**src/rtl/bus_arbiter_rr.sv**
```systemverilog
// bus_arbiter_rr: N-master round-robin bus arbiter with optional hold-limit
// preemption and tracking of a single outstanding split transaction.
// All outputs are registered; a request seen in one cycle is granted in the next.
module bus_arbiter_rr #(
    parameter int NUM_MASTERS = 4,
    parameter int SEL_WIDTH   = $clog2(NUM_MASTERS),
    parameter int MAX_HOLD    = 0
) (
    input  logic                   clk,
    input  logic                   rst,
    input  logic [NUM_MASTERS-1:0] breq,
    output logic [NUM_MASTERS-1:0] bgrant,
    output logic [SEL_WIDTH-1:0]   msel,
    input  logic                   sready,
    input  logic                   ssplit,
    input  logic                   split_sready,
    output logic [NUM_MASTERS-1:0] msplit,
    output logic                   split_grant
);

    // Hold counter saturates, so it only needs to reach MAX_HOLD-1.
    localparam int HW = $clog2(MAX_HOLD + 1) + 1;
    localparam logic [HW-1:0] HOLD_LIM = HW'((MAX_HOLD > 0) ? MAX_HOLD - 1 : 0);

    typedef enum logic {IDLE, BUSY} state_t;

    state_t                 r_state, w_state_nxt;
    logic [NUM_MASTERS-1:0] r_bgrant, w_bgrant_nxt;
    logic [SEL_WIDTH-1:0]   r_msel, w_msel_nxt;
    logic [NUM_MASTERS-1:0] r_msplit, w_msplit_nxt;
    logic                   r_split_grant, w_split_grant_nxt;
    logic [SEL_WIDTH-1:0]   r_ptr, w_ptr_nxt;
    logic [HW-1:0]          r_hold, w_hold_nxt;
    logic                   r_split_pending, w_split_pending_nxt;
    logic [SEL_WIDTH-1:0]   r_split_owner, w_split_owner_nxt;

    logic [NUM_MASTERS-1:0] w_eligible;
    logic [NUM_MASTERS-1:0] w_others;
    logic                   w_rr_found;
    logic [SEL_WIDTH-1:0]   w_rr_idx;
    logic                   w_preempt;
    logic                   w_release;

    assign bgrant      = r_bgrant;
    assign msel        = r_msel;
    assign msplit      = r_msplit;
    assign split_grant = r_split_grant;

    // Eligible requesters (split-waiting masters are masked) and the round-robin winner after r_ptr.
    always_comb begin
        w_eligible = breq & ~r_msplit;
        w_others   = w_eligible;
        w_others[r_msel] = 1'b0;
        w_rr_found = 1'b0;
        w_rr_idx   = '0;
        for (int i = 1; i <= NUM_MASTERS; i++) begin
            if (!w_rr_found && w_eligible[(int'(r_ptr) + i) % NUM_MASTERS]) begin
                w_rr_found = 1'b1;
                w_rr_idx   = SEL_WIDTH'((int'(r_ptr) + i) % NUM_MASTERS);
            end
        end
    end

    // Release conditions for the current owner: normal end of tenure or hold-limit preemption.
    always_comb begin
        w_preempt = (MAX_HOLD > 0) && !r_split_grant && (r_hold >= HOLD_LIM)
                    && sready && (|w_others);
        w_release = (!breq[r_msel] && sready) || w_preempt;
    end

    // Next-state and next-output logic; defaults hold the current values.
    always_comb begin
        w_state_nxt         = r_state;
        w_bgrant_nxt        = r_bgrant;
        w_msel_nxt          = r_msel;
        w_msplit_nxt        = r_msplit;
        w_split_grant_nxt   = r_split_grant;
        w_ptr_nxt           = r_ptr;
        w_hold_nxt          = r_hold;
        w_split_pending_nxt = r_split_pending;
        w_split_owner_nxt   = r_split_owner;
        case (r_state)
            IDLE: begin
                if (r_split_pending && split_sready) begin
                    // Resuming the split transaction beats any new request.
                    w_bgrant_nxt                  = '0;
                    w_bgrant_nxt[r_split_owner]   = 1'b1;
                    w_msel_nxt                    = r_split_owner;
                    w_msplit_nxt[r_split_owner]   = 1'b0;
                    w_split_pending_nxt           = 1'b0;
                    w_split_grant_nxt             = 1'b1;
                    w_hold_nxt                    = '0;
                    w_state_nxt                   = BUSY;
                end else if (w_rr_found) begin
                    w_bgrant_nxt           = '0;
                    w_bgrant_nxt[w_rr_idx] = 1'b1;
                    w_msel_nxt             = w_rr_idx;
                    w_split_grant_nxt      = 1'b0;
                    w_hold_nxt             = '0;
                    w_state_nxt            = BUSY;
                end else begin
                    w_bgrant_nxt = '0;
                end
            end
            BUSY: begin
                if (ssplit && !r_split_pending && !r_split_grant) begin
                    // Split wins over a simultaneous release.
                    w_msplit_nxt[r_msel] = 1'b1;
                    w_split_pending_nxt  = 1'b1;
                    w_split_owner_nxt    = r_msel;
                    w_bgrant_nxt         = '0;
                    w_split_grant_nxt    = 1'b0;
                    w_ptr_nxt            = r_msel;
                    w_state_nxt          = IDLE;
                end else if (w_release) begin
                    w_bgrant_nxt      = '0;
                    w_split_grant_nxt = 1'b0;
                    w_ptr_nxt         = r_msel;
                    w_state_nxt       = IDLE;
                end else if (r_hold != {HW{1'b1}}) begin
                    w_hold_nxt = r_hold + 1'b1;
                end
            end
            default: w_state_nxt = IDLE;
        endcase
    end

    // State and output registers; reset forgets any pending split.
    always_ff @(posedge clk) begin
        if (rst) begin
            r_state         <= IDLE;
            r_bgrant        <= '0;
            r_msel          <= '0;
            r_msplit        <= '0;
            r_split_grant   <= 1'b0;
            r_ptr           <= SEL_WIDTH'(NUM_MASTERS - 1);
            r_hold          <= '0;
            r_split_pending <= 1'b0;
            r_split_owner   <= '0;
        end else begin
            r_state         <= w_state_nxt;
            r_bgrant        <= w_bgrant_nxt;
            r_msel          <= w_msel_nxt;
            r_msplit        <= w_msplit_nxt;
            r_split_grant   <= w_split_grant_nxt;
            r_ptr           <= w_ptr_nxt;
            r_hold          <= w_hold_nxt;
            r_split_pending <= w_split_pending_nxt;
            r_split_owner   <= w_split_owner_nxt;
        end
    end

endmodule

```
**config.mk**
```make
export PLATFORM = sky130hd
export DESIGN_NAME = bus_arbiter_rr
export DESIGN_NICKNAME = d
export VERILOG_FILES = /design/src/rtl/bus_arbiter_rr.sv
export SDC_FILE = /design/constraint.sdc
export NUM_CORES = 1
export LEC_CHECK = 0
export ABC_AREA = 1
export BUFFER_PORTS_ARGS = -buffer_cell sky130_fd_sc_hd__buf_2
export CAP_MARGIN = 15
export CORE_AREA = 2 2 53 65
export CTS_CLUSTER_DIAMETER = 50
export DETAILED_ROUTE_END_ITERATION = 10
export DIE_AREA = 0 0 55 67
export PLACE_DENSITY = 0.57
export SKIP_CTS_REPAIR_TIMING = 1
export SLEW_MARGIN = 20
export SYNTH_ARGS = -nofsm -noshare
export SYNTH_HDL_FRONTEND = slang
export SYNTH_SLANG_ARGS = --single-unit
```
**constraint.sdc**
```tcl
create_clock -name clk -period 1.7 [get_ports clk]
set_clock_uncertainty 0.2 [all_clocks]
set_input_delay 0.085 -clock clk [delete_from_list [all_inputs] [get_ports clk]]
set_output_delay 0.085 -clock clk [all_outputs]
set_load 0.01 [all_outputs]
```
=== After elaboration in Yosys (flattened, before gate mapping) ===
Cells that the tools add are included.
Widths: inputs -> output; s select.

* Output and inout bits: 11
* Register bits after elaboration: 17
* Bits of input ports: 9

* Eq/ne operators: 4
* Add/sub/neg operators: 4
* Order comparisons: 10
* Muxes and demuxes: 53
* Reduce and logical (&&, ||, !) cells: 27
* Bitwise gates (word level): 10

{| class="wikitable"
|+ Operators with widths
! kind !! number
|-
| $mux 1 || 26
|-
| $mux 4 || 6
|-
| $lt 3x4->1 const B || 4
|-
| $mux 2 || 8
|-
| $pmux 4 s2 || 2
|-
| $bmux 1 s2 || 5
|-
| $logic_and 1x1->1 || 10
|-
| $reduce_and 2->1 || 5
|-
| $lt 2x3->1 const B || 3
|-
| $and 4x4->4 || 2
|-
| $not 4->4 || 2
|-
| $reduce_or 2->1 || 4
|-
| $demux 1 s2 || 3
|-
| $ge 2x1->1 const B || 3
|-
| $logic_not 1->1 || 6
|-
| $pmux 1 s2 || 3
|-
| $add 2x1->2 const B || 2
|-
| $add 2x2->2 const B || 2
|-
| $and 1x1->1 const A || 4
|-
| $or 4x4->4 || 1
|-
| $reduce_bool 2->1 || 2
|-
| $ne 3x1->1 const B || 1
|-
| $ne 3x3->1 const B || 1
|-
| $ne 2x1->1 const B || 1
|-
| 2 further kinds || 2
|}

=== Depth between registers and ports, before layout ===
Gate-level depths: netlist (run 1).

* Depth after elaboration: 23
* Depth in mapped cells: 15
* Gate-level depth less buffers: 14

=== Worst setup path before layout (run 1) ===
Ideal clock, no wire load.

* Kind: register to register
* Start point: register r_ptr[0]
* End point: register r_msel[1] (netlist: msel[1])
* Required time: 1.380 ns
* Cell stages (with the launch flop): 11
* Setup slack: 0.147 ns
* Arrival time: 1.233 ns
* Setup time: 0.120 ns
* Cells stage by stage: dfxtp_1 buf_6 nand2_1 nand2_4 nand3_2 nand2_4 nand4_4 nand2_2 nand2_2 o21ai_1 a21oi_1

* Cells in the longest elaborated chain, start to end: 16
* Elaborated cells on any way between the ends: 34
* Those cells by class: 4 x add/sub; 22 x mux; 8 x reduce/logical

{| class="wikitable"
|+ RTL lines
! element !! RTL line !! RTL
|-
| from (decl) || 32 || <nowiki>logic [SEL_WIDTH-1:0] r_ptr, w_ptr_nxt;</nowiki>
|-
| from (signal assigned) || 136 || <nowiki>r_ptr <= SEL_WIDTH'(NUM_MASTERS - 1);</nowiki>
|-
| from (signal assigned) || 146 || <nowiki>r_ptr <= w_ptr_nxt;</nowiki>
|-
| $add 2x1->2 || 57, 59 ||
|-
| $bmux 1 s2 || 57 || <nowiki>if (!w_rr_found && w_eligible[(int'(r_ptr) + i) % NUM_MASTERS]) begin</nowiki>
|-
| $mux 1 (not written as such) (2 in a row) || 57 ||
|-
| $mux 1 || 57 ||
|-
| $logic_not 1->1 || 57 ||
|-
| $logic_and 1x1->1 || 57 ||
|-
| $mux 1 || 57 ||
|-
| $logic_not 1->1 || 57 ||
|-
| $logic_and 1x1->1 || 57 ||
|-
| $mux 1 || 57 ||
|-
| $logic_not 1->1 || 57 ||
|-
| $logic_and 1x1->1 || 57 ||
|-
| $mux 2 or $mux 1 (tied branches) || 57 ||
|-
| $mux 2 or $reduce_bool 2->1 (tied branches) || -- ||
|-
| $mux 2 or $reduce_and 2->1 (tied branches) || -- ||
|-
| to (signal assigned) || 143 || <nowiki>r_msel <= w_msel_nxt;</nowiki>
|-
| to (decl) || 29 || <nowiki>logic [SEL_WIDTH-1:0] r_msel, w_msel_nxt;</nowiki>
|}

Parallel ways exist; a longest one is shown, timed or not. The select of a mux whose other input is x is not followed.
A chain may end at the register's enable or synchronous reset.

=== Worst setup path after layout (run 1) ===
* Start point: register r_ptr[0]
* End point: register r_bgrant[1] (netlist: bgrant[1])

* Cells in the longest elaborated chain, start to end: 21
* Elaborated cells on any way between the ends: 38
* Those cells by class: 4 x add/sub; 2 x order compare; 25 x mux; 7 x reduce/logical

{| class="wikitable"
|+ RTL lines
! element !! RTL line !! RTL
|-
| $add 2x1->2 || 57, 59 ||
|-
| $bmux 1 s2 || 57 ||
|-
| $mux 1 (not written as such) (2 in a row) || 57 ||
|-
| $mux 1 || 57 ||
|-
| $logic_not 1->1 || 57 ||
|-
| $logic_and 1x1->1 || 57 ||
|-
| $mux 1 || 57 ||
|-
| $logic_not 1->1 || 57 ||
|-
| [4 not listed] || -- ||
|-
| $mux 2 || 57 ||
|-
| $lt 2x3->1 (not written as such) or $ge 2x1->1 (tied branches) || 96 || <nowiki>w_bgrant_nxt[w_rr_idx] = 1'b1;</nowiki>
|-
| $logic_and 1x1->1 (not written as such) || 96 ||
|-
| $mux 1 (not written as such) || 96 ||
|-
| $demux 1 s2 || 96 ||
|-
| $mux 4 * || 94 || <nowiki>end else if (w_rr_found) begin</nowiki>
|-
| $mux 4 * || 84 || <nowiki>if (r_split_pending && split_sready) begin</nowiki>
|-
| $pmux 4 s2 * || 82 || <nowiki>case (r_state)</nowiki>
|-
| to (signal assigned) || 142 || <nowiki>r_bgrant <= w_bgrant_nxt;</nowiki>
|-
| to (decl) || 28 || <nowiki>logic [NUM_MASTERS-1:0] r_bgrant, w_bgrant_nxt;</nowiki>
|}

Every way passes the cells marked *; elsewhere a longest branch is shown, timed or not. The select of a mux whose other input is x is not followed.

==> results.cfg, run 1 <==
[outcome]
outcome = finished, violations left
failed_checks = setup timing

[setup_path]
critical_path.max_stage_delay_ps = 350
worst_ep_arrival_time_ps = 1740
startpoint_type = flop
crit_path_top_delay_cell = sky130_fd_sc_hd__dfxtp_2
cp_cell_sequence = buf_12 -> nand3_1 -> nand3_2 -> nand2_2 -> nand2_2 -> nand2_2 -> nand2_2 -> nand2_2 -> nor2_4 -> nand3_1 -> a21oi_2
regToRegSetupSlack_ps = -2
cp_top_family = simple AND/OR/NAND/NOR gates
crit_path_end_kind = flop
critical_path_required_ps = 1730
cp_dominant_cell_by_count = sky130_fd_sc_hd__nand2_2
worst-r2r-cell-count = 11
maximum_fanout_encountered_on_the_critical_timing_path = 9
worst_r2r_startpoint = r_ptr[0]
worstReg2RegEnd = bgrant[1]
crit_type = reg -> reg
cp_num_cells = 11
worst-path-buf-inv = 1

[yosys]
yosysTopAreaCellShare = 0.291
synth_nets = 181
mean_instance_size_in_the_synthesized_netlist_um2 = 6.79
synth_seq_cells = 17
synth.yosys.warnings = 0
synth.yosys.seq_area_share = 0.291
cells_after_synthesis = 172
syn_area_mm2 = 0.00117
synth.top_cells.by_area = sky130_fd_sc_hd__dfxtp_1 29%, sky130_fd_sc_hd__nand2_1 12%, sky130_fd_sc_hd__a21oi_1 7.7%
yosys.area.top_type = sky130_fd_sc_hd__dfxtp_1
post_synth_num_cell_types = 24

[timing]
hold_viol_final = 0
fin_crit_sh = 1.00
grt_setup_unrepaired = true
max_slew.worst_pin.slew_ps = 266
max_freq_mhz = 587
final_setup_violation_count = 1
final-max-slew-violation-count = 0
final_critical_path_setup_slack_ps = -2.37
worst_slew_margin_rel = 0.822
whs_ps = 14.4
period_minus_slack_ps = 1700

[pwr]
net-switching-power_uw = 739
power.switching_fraction = 0.444
power-per-cell-area_mw_per_mm2 = 1060
cellInternalPower_uw = 926
vdd.ir_drop.worst_mv = 0.638
share_clk_of_total_power = 0.132
total_leakage_power_nw = 0.763
power.share.combinational = 0.544
seq_power_share = 0.324

[layout]
stdcell_area_mm2 = 0.00157
mostFrequentLayoutCell = sky130_fd_sc_hd__nand2_1
num_antenna_cells = 0
layout.cells.most_common_list = 36 x sky130_fd_sc_hd__nand2_1, 23 x sky130_fd_sc_hd__inv_1, 19 x sky130_fd_sc_hd__buf_2
post_route_cells_drive_above_1_share = 0.415
area_delta_synth_final_pct = 33.9
finalNetCount = 222

[clock_network]
worst_skew_pair.late_latency_ps = 300
clock-sinks = 17
cts.htree.levels = 1
clk_root_buffer_cell = sky130_fd_sc_hd__clkbuf_4
cts_tree = built
clock_slew_at_reported_path_ffs_ps = 100
max-clock-path-buffers = 2
cts_buffers = 3

[routing]
drt_drc_violations_left = 0
detail_route.first_pass.iterations = 4
via_count = 1236
ant_nets = 0
wl_per_cell_um = 12.7
detailed_route_vias_per_instance = 4.98
drt_iter0_drc = 37
postRouteWirelength_um = 3140

[min_path]
hold_depth = 5
worstHoldEndpoint = r_split_pending
holdCritStartpoint = ssplit
min_path_type = in -> reg

[floorplan]
num_rows = 22
fp.coreArea_mm2 = 0.00303
initial_core_util = 0.386
boundaryPins = 20
chipHeight_um = 67
die_w_um = 55
die_area_mm2 = 0.00369

[place]
portBuffers = 19
detailedPlacementHpwl_um = 2480
dpl_cell_area_mm2 = 0.00142
place_worst_setup_slack_ps = -3.53
place_congestion = 0.897

[grt]
wire_length_of_the_first_global_routing_pass_um = 5260
antenna_found_initial = 0
grt_use_total = 0.194
grt_start_max_net_pins = 12
first_global_vias = 1206
globalRouteOverflowTotal = 0

[job]
drv_cap = 0
-- worst reg2reg max path, delay by kind of cell, from the launching register on --
kind | cells | cell delay, ps
AO/OA/AOI/OAI | 1 | 130
flip-flops | 1 | 350
buffers and inverters | 1 | 130
AND/OR/NAND/NOR | 9 | 810
-- layout make-up --
class | instances | area [um^2]
fillers | 298 | 1460
well taps | 36 | 45.0
repair buffers | 38 | 255
multi-input cells | 127 | 778
inverters | 26 | 110
flip-flops and latches | 17 | 350
clock buffers | 4 | 26.3
-- sequential cells by signal (all words and copies together), names as in the netlist --
register         flops
msel                 2
r_split_pending      1
split_grant          1
r_ptr                2
r_state              1
msplit               4
bgrant               4
r_split_owner        2
-- logic make-up after synthesis --
group / synth area share
simple gates: 0.479
compound gates: 0.127
buf+inv: 0.103
flops: 0.291
-- how the worst max path moves through the flow --
stage	start	to	slack (ps)
2_1_floorplan	r_ptr[0]	msel[1]	150
3_3_place_gp	r_ptr[0]	msel[1]	-4
3_5_place_dp	r_ptr[0]	msel[0]	-4
4_1_cts	r_ptr[0]	bgrant[1]	-30
5_1_grt	r_ptr[0]	bgrant[1]	-140
6_report	r_ptr[0]	bgrant[1]	-2
-- routing by layer --
metal | share of wire | GRT usage | vias to the layer above
li1 | - | - | 643
met1 | 0.43 | 0.237 | 559
met2 | 0.53 | 0.344 | 27
met3 | 0.025 | 0.0157 | 7
met4 | 0.018 | 0.0640 | 0
met5 | 0 | 0 | -
-- cell usage after synthesis, drive strengths merged --
library cell,instances
nand4,3
clkbuf,1
nand3,27
o211ai,2
nor2,13
a21oi,18
nand2,51
inv,26
a21o,1
dfxtp,17
o21ai,6
nor3,5
a31oi,1
buf,1
-- power by group through the flow --
stage	Combinational, mW	Sequential, mW	Clock [mW]
final	0.905	0.540	0.220
after global routing	1.01	0.549	0.241
after CTS	0.822	0.527	0.227
after detailed placement	0.818	0.535	0
after global placement	0.812	0.534	0
after floorplan	0.549	0.544	0
-- per-stage QoR --
| stage | power, mW | TNS, ps | std cells | util |
|---|---|---|---|---|
| 2_1_floorplan | 1.09 | 0 | 172 | - |
| 3_3_place_gp | 1.35 | -3.72 | 240 | 0.469 |
| 3_5_place_dp | 1.35 | -3.53 | 240 | 0.469 |
| 4_1_cts | 1.58 | -82.9 | 244 | 0.477 |
| 5_1_grt | 1.80 | -652 | 248 | 0.517 |
| 6_report | 1.66 | -2.37 | 248 | 0.517 |
No activity file was read; power rests on OpenSTA's default activity.
==> run 2: changes to the inputs <==
- ABC_AREA: 1 -> default
- CORE_AREA: 2 2 53 65 -> 2 2 47 57
- DIE_AREA: 0 0 55 67 -> 0 0 49 59
- PLACE_DENSITY: 0.57 -> 0.59
==> results.cfg, run 2 <==
[outcome]
failed_checks = setup timing
outcome = finished, violations left

[clock_network]
cts_buffers = 3
cts.htree.levels = 1
clk_root_buffer_cell = sky130_fd_sc_hd__clkbuf_4
clock_slew_at_reported_path_ffs_ps = 100
clock-sinks = 17
max-clock-path-buffers = 2
worst_skew_pair.late_latency_ps = 300
cts_tree = built

[pwr]
seq_power_share = 0.484
net-switching-power_uw = 293
share_clk_of_total_power = 0.240
vdd.ir_drop.worst_mv = 0.484
power.switching_fraction = 0.313
cellInternalPower_uw = 644
power.share.combinational = 0.276
total_leakage_power_nw = 0.498
power-per-cell-area_mw_per_mm2 = 800

[job]
drv_cap = 0

[floorplan]
num_rows = 19
chipHeight_um = 59
die_w_um = 49
boundaryPins = 20
fp.coreArea_mm2 = 0.00231
initial_core_util = 0.389
die_area_mm2 = 0.00289

[routing]
via_count = 985
wl_per_cell_um = 15.4
ant_nets = 0
drt_iter0_drc = 34
detail_route.first_pass.iterations = 4
postRouteWirelength_um = 2570
drt_drc_violations_left = 0
detailed_route_vias_per_instance = 5.90

[timing]
period_minus_slack_ps = 1780
timing.setup.tns_ps = -342
final-max-slew-violation-count = 0
grt_setup_unrepaired = true
max_slew.worst_pin.slew_ps = 434
worst_slew_margin_rel = 0.703
fin_crit_sh = 1.04
max_freq_mhz = 563
final_setup_violation_count = 7
hold_viol_final = 0
final_critical_path_setup_slack_ps = -76.0

[layout]
num_antenna_cells = 0
post_route_cells_drive_above_1_share = 0.309
num-fill-cells = 251
mostFrequentLayoutCell = sky130_fd_sc_hd__buf_2
stdcell_area_mm2 = 0.00117
layout.cells.most_common_list = 19 x sky130_fd_sc_hd__buf_2, 16 x sky130_fd_sc_hd__dfxtp_1, 13 x sky130_fd_sc_hd__buf_4
instances_no_fill = 167
regArea_um2 = 342
area_delta_synth_final_pct = 30.5
multi_input_comb_area_um2 = 512
finalNetCount = 146

[yosys]
mean_instance_size_in_the_synthesized_netlist_um2 = 8.88
synth_most_common_cell = sky130_fd_sc_hd__dfxtp_1
synth.yosys.seq_area_share = 0.379
synth.top_cells.by_area = sky130_fd_sc_hd__dfxtp_1 38%, sky130_fd_sc_hd__a32oi_1 3.9%, sky130_fd_sc_hd__a31oi_1 3.5%
post_synth_num_cell_types = 41
synth_nets = 110
postSynth.topFlopCell = sky130_fd_sc_hd__dfxtp_1
synth_seq_cells = 17
synth_async_sr_flop_share = 0
synth.yosys.warnings = 0
synth_enable_flop_cells = 0
synth_common_cells = 17 x sky130_fd_sc_hd__dfxtp_1, 8 x sky130_fd_sc_hd__inv_1, 7 x sky130_fd_sc_hd__nand2_1, 6 x sky130_fd_sc_hd__a21oi_1
cells_after_synthesis = 101
syn_area_um2 = 897
yosysTopAreaCellShare = 0.379
yosys.area.top_type = sky130_fd_sc_hd__dfxtp_1

[setup_path]
startpoint_type = flop
crit_path_end_kind = flop
critical_path.max_stage_delay_ps = 550
worst_ep_arrival_time_ps = 1770
cp_cell_sequence = mux4_2 -> o2111a_2 -> a32oi_1 -> o21ai_1
crit_path_top_delay_cell = sky130_fd_sc_hd__mux4_2
critical_path_required_ps = 1690
worst-r2r-cell-count = 4
crit_type = reg -> reg
maximum_fanout_encountered_on_the_critical_timing_path = 4

[place]
detailedPlacementHpwl_um = 1880
dpl_cell_area_mm2 = 0.00109
place_congestion = 0.894
placedCellCount = 158
place_worst_setup_slack_ps = -49.4
portBuffers = 19

[grt]
wire_length_of_the_first_global_routing_pass_um = 4070
first_global_vias = 861
grt_start_max_net_pins = 17
grt_use_total = 0.191
antenna_found_initial = 0
globalRouteOverflowTotal = 0

[min_path]
hold_depth = 4
min_path_type = in -> reg
## run 2: per-stage QoR
| stage | utilization | total power [mW] | hold WS, ps |
|---|---|---|---|
| global route | 0.508 | 0.984 | 130 |
| finish | 0.508 | 0.937 | 123 |
| detailed placement | 0.473 | 0.699 | 251 |
| CTS | 0.485 | 0.920 | -70.5 |
| floorplan | - | 0.606 | -10.2 |
| global placement | 0.473 | 0.698 | 252 |
## run 2: logic make-up after synthesis
group,synth area share
AO/OA/AOI/OAI,0.312
multiplexers,0.0251
flip-flops,0.379
buffers and inverters,0.0628
AND/OR/NAND/NOR,0.220
## run 2: path summary, 6_finish.rpt
path	from	end	slack (ps)
max	msel[0]	bgrant[3]	-80
min	ssplit	r_split_owner[0]	120
max reg2reg	msel[0]	bgrant[3]	-80
min reg2reg	bgrant[2]	bgrant[2]	290
## run 2: worst max-delay path, delay by kind of cell, from the launching register on
kind           cells  cell delay, ps
multiplexers       1             550
flip-flops         1             360
AO/OA/AOI/OAI      3             570
## run 2: power by group through the flow
stage          combinational, mW  sequential (mW)  clock (mW)
2_1_floorplan              0.136            0.470           0
3_3_place_gp               0.236            0.463           0
3_5_place_dp               0.237            0.463           0
4_1_cts                    0.238            0.453       0.229
5_1_grt                    0.281            0.458       0.244
6_report                   0.258            0.454       0.225
## run 2: area by class of cell
| cell class | count | share of cell area |
|---|---|---|
| Clock buffer | 4 | 0.0224 |
| Timing Repair Buffer | 35 | 0.190 |
| Inverter | 8 | 0.0256 |
| Tap cell | 31 | 0.0331 |
| Sequential cell | 17 | 0.292 |
| Multi-Input combinational cell | 72 | 0.437 |
## run 2: layer usage
layer	wire length [um]	share of wire	vias up	GRT usage
met1	1120	0.44	467	0.243
met4	60	0.023	0	0.131
met2	1220	0.47	50	0.307
met3	165	0.064	4	0.0202
li1	-	-	464	-
met5	0	0	-	0
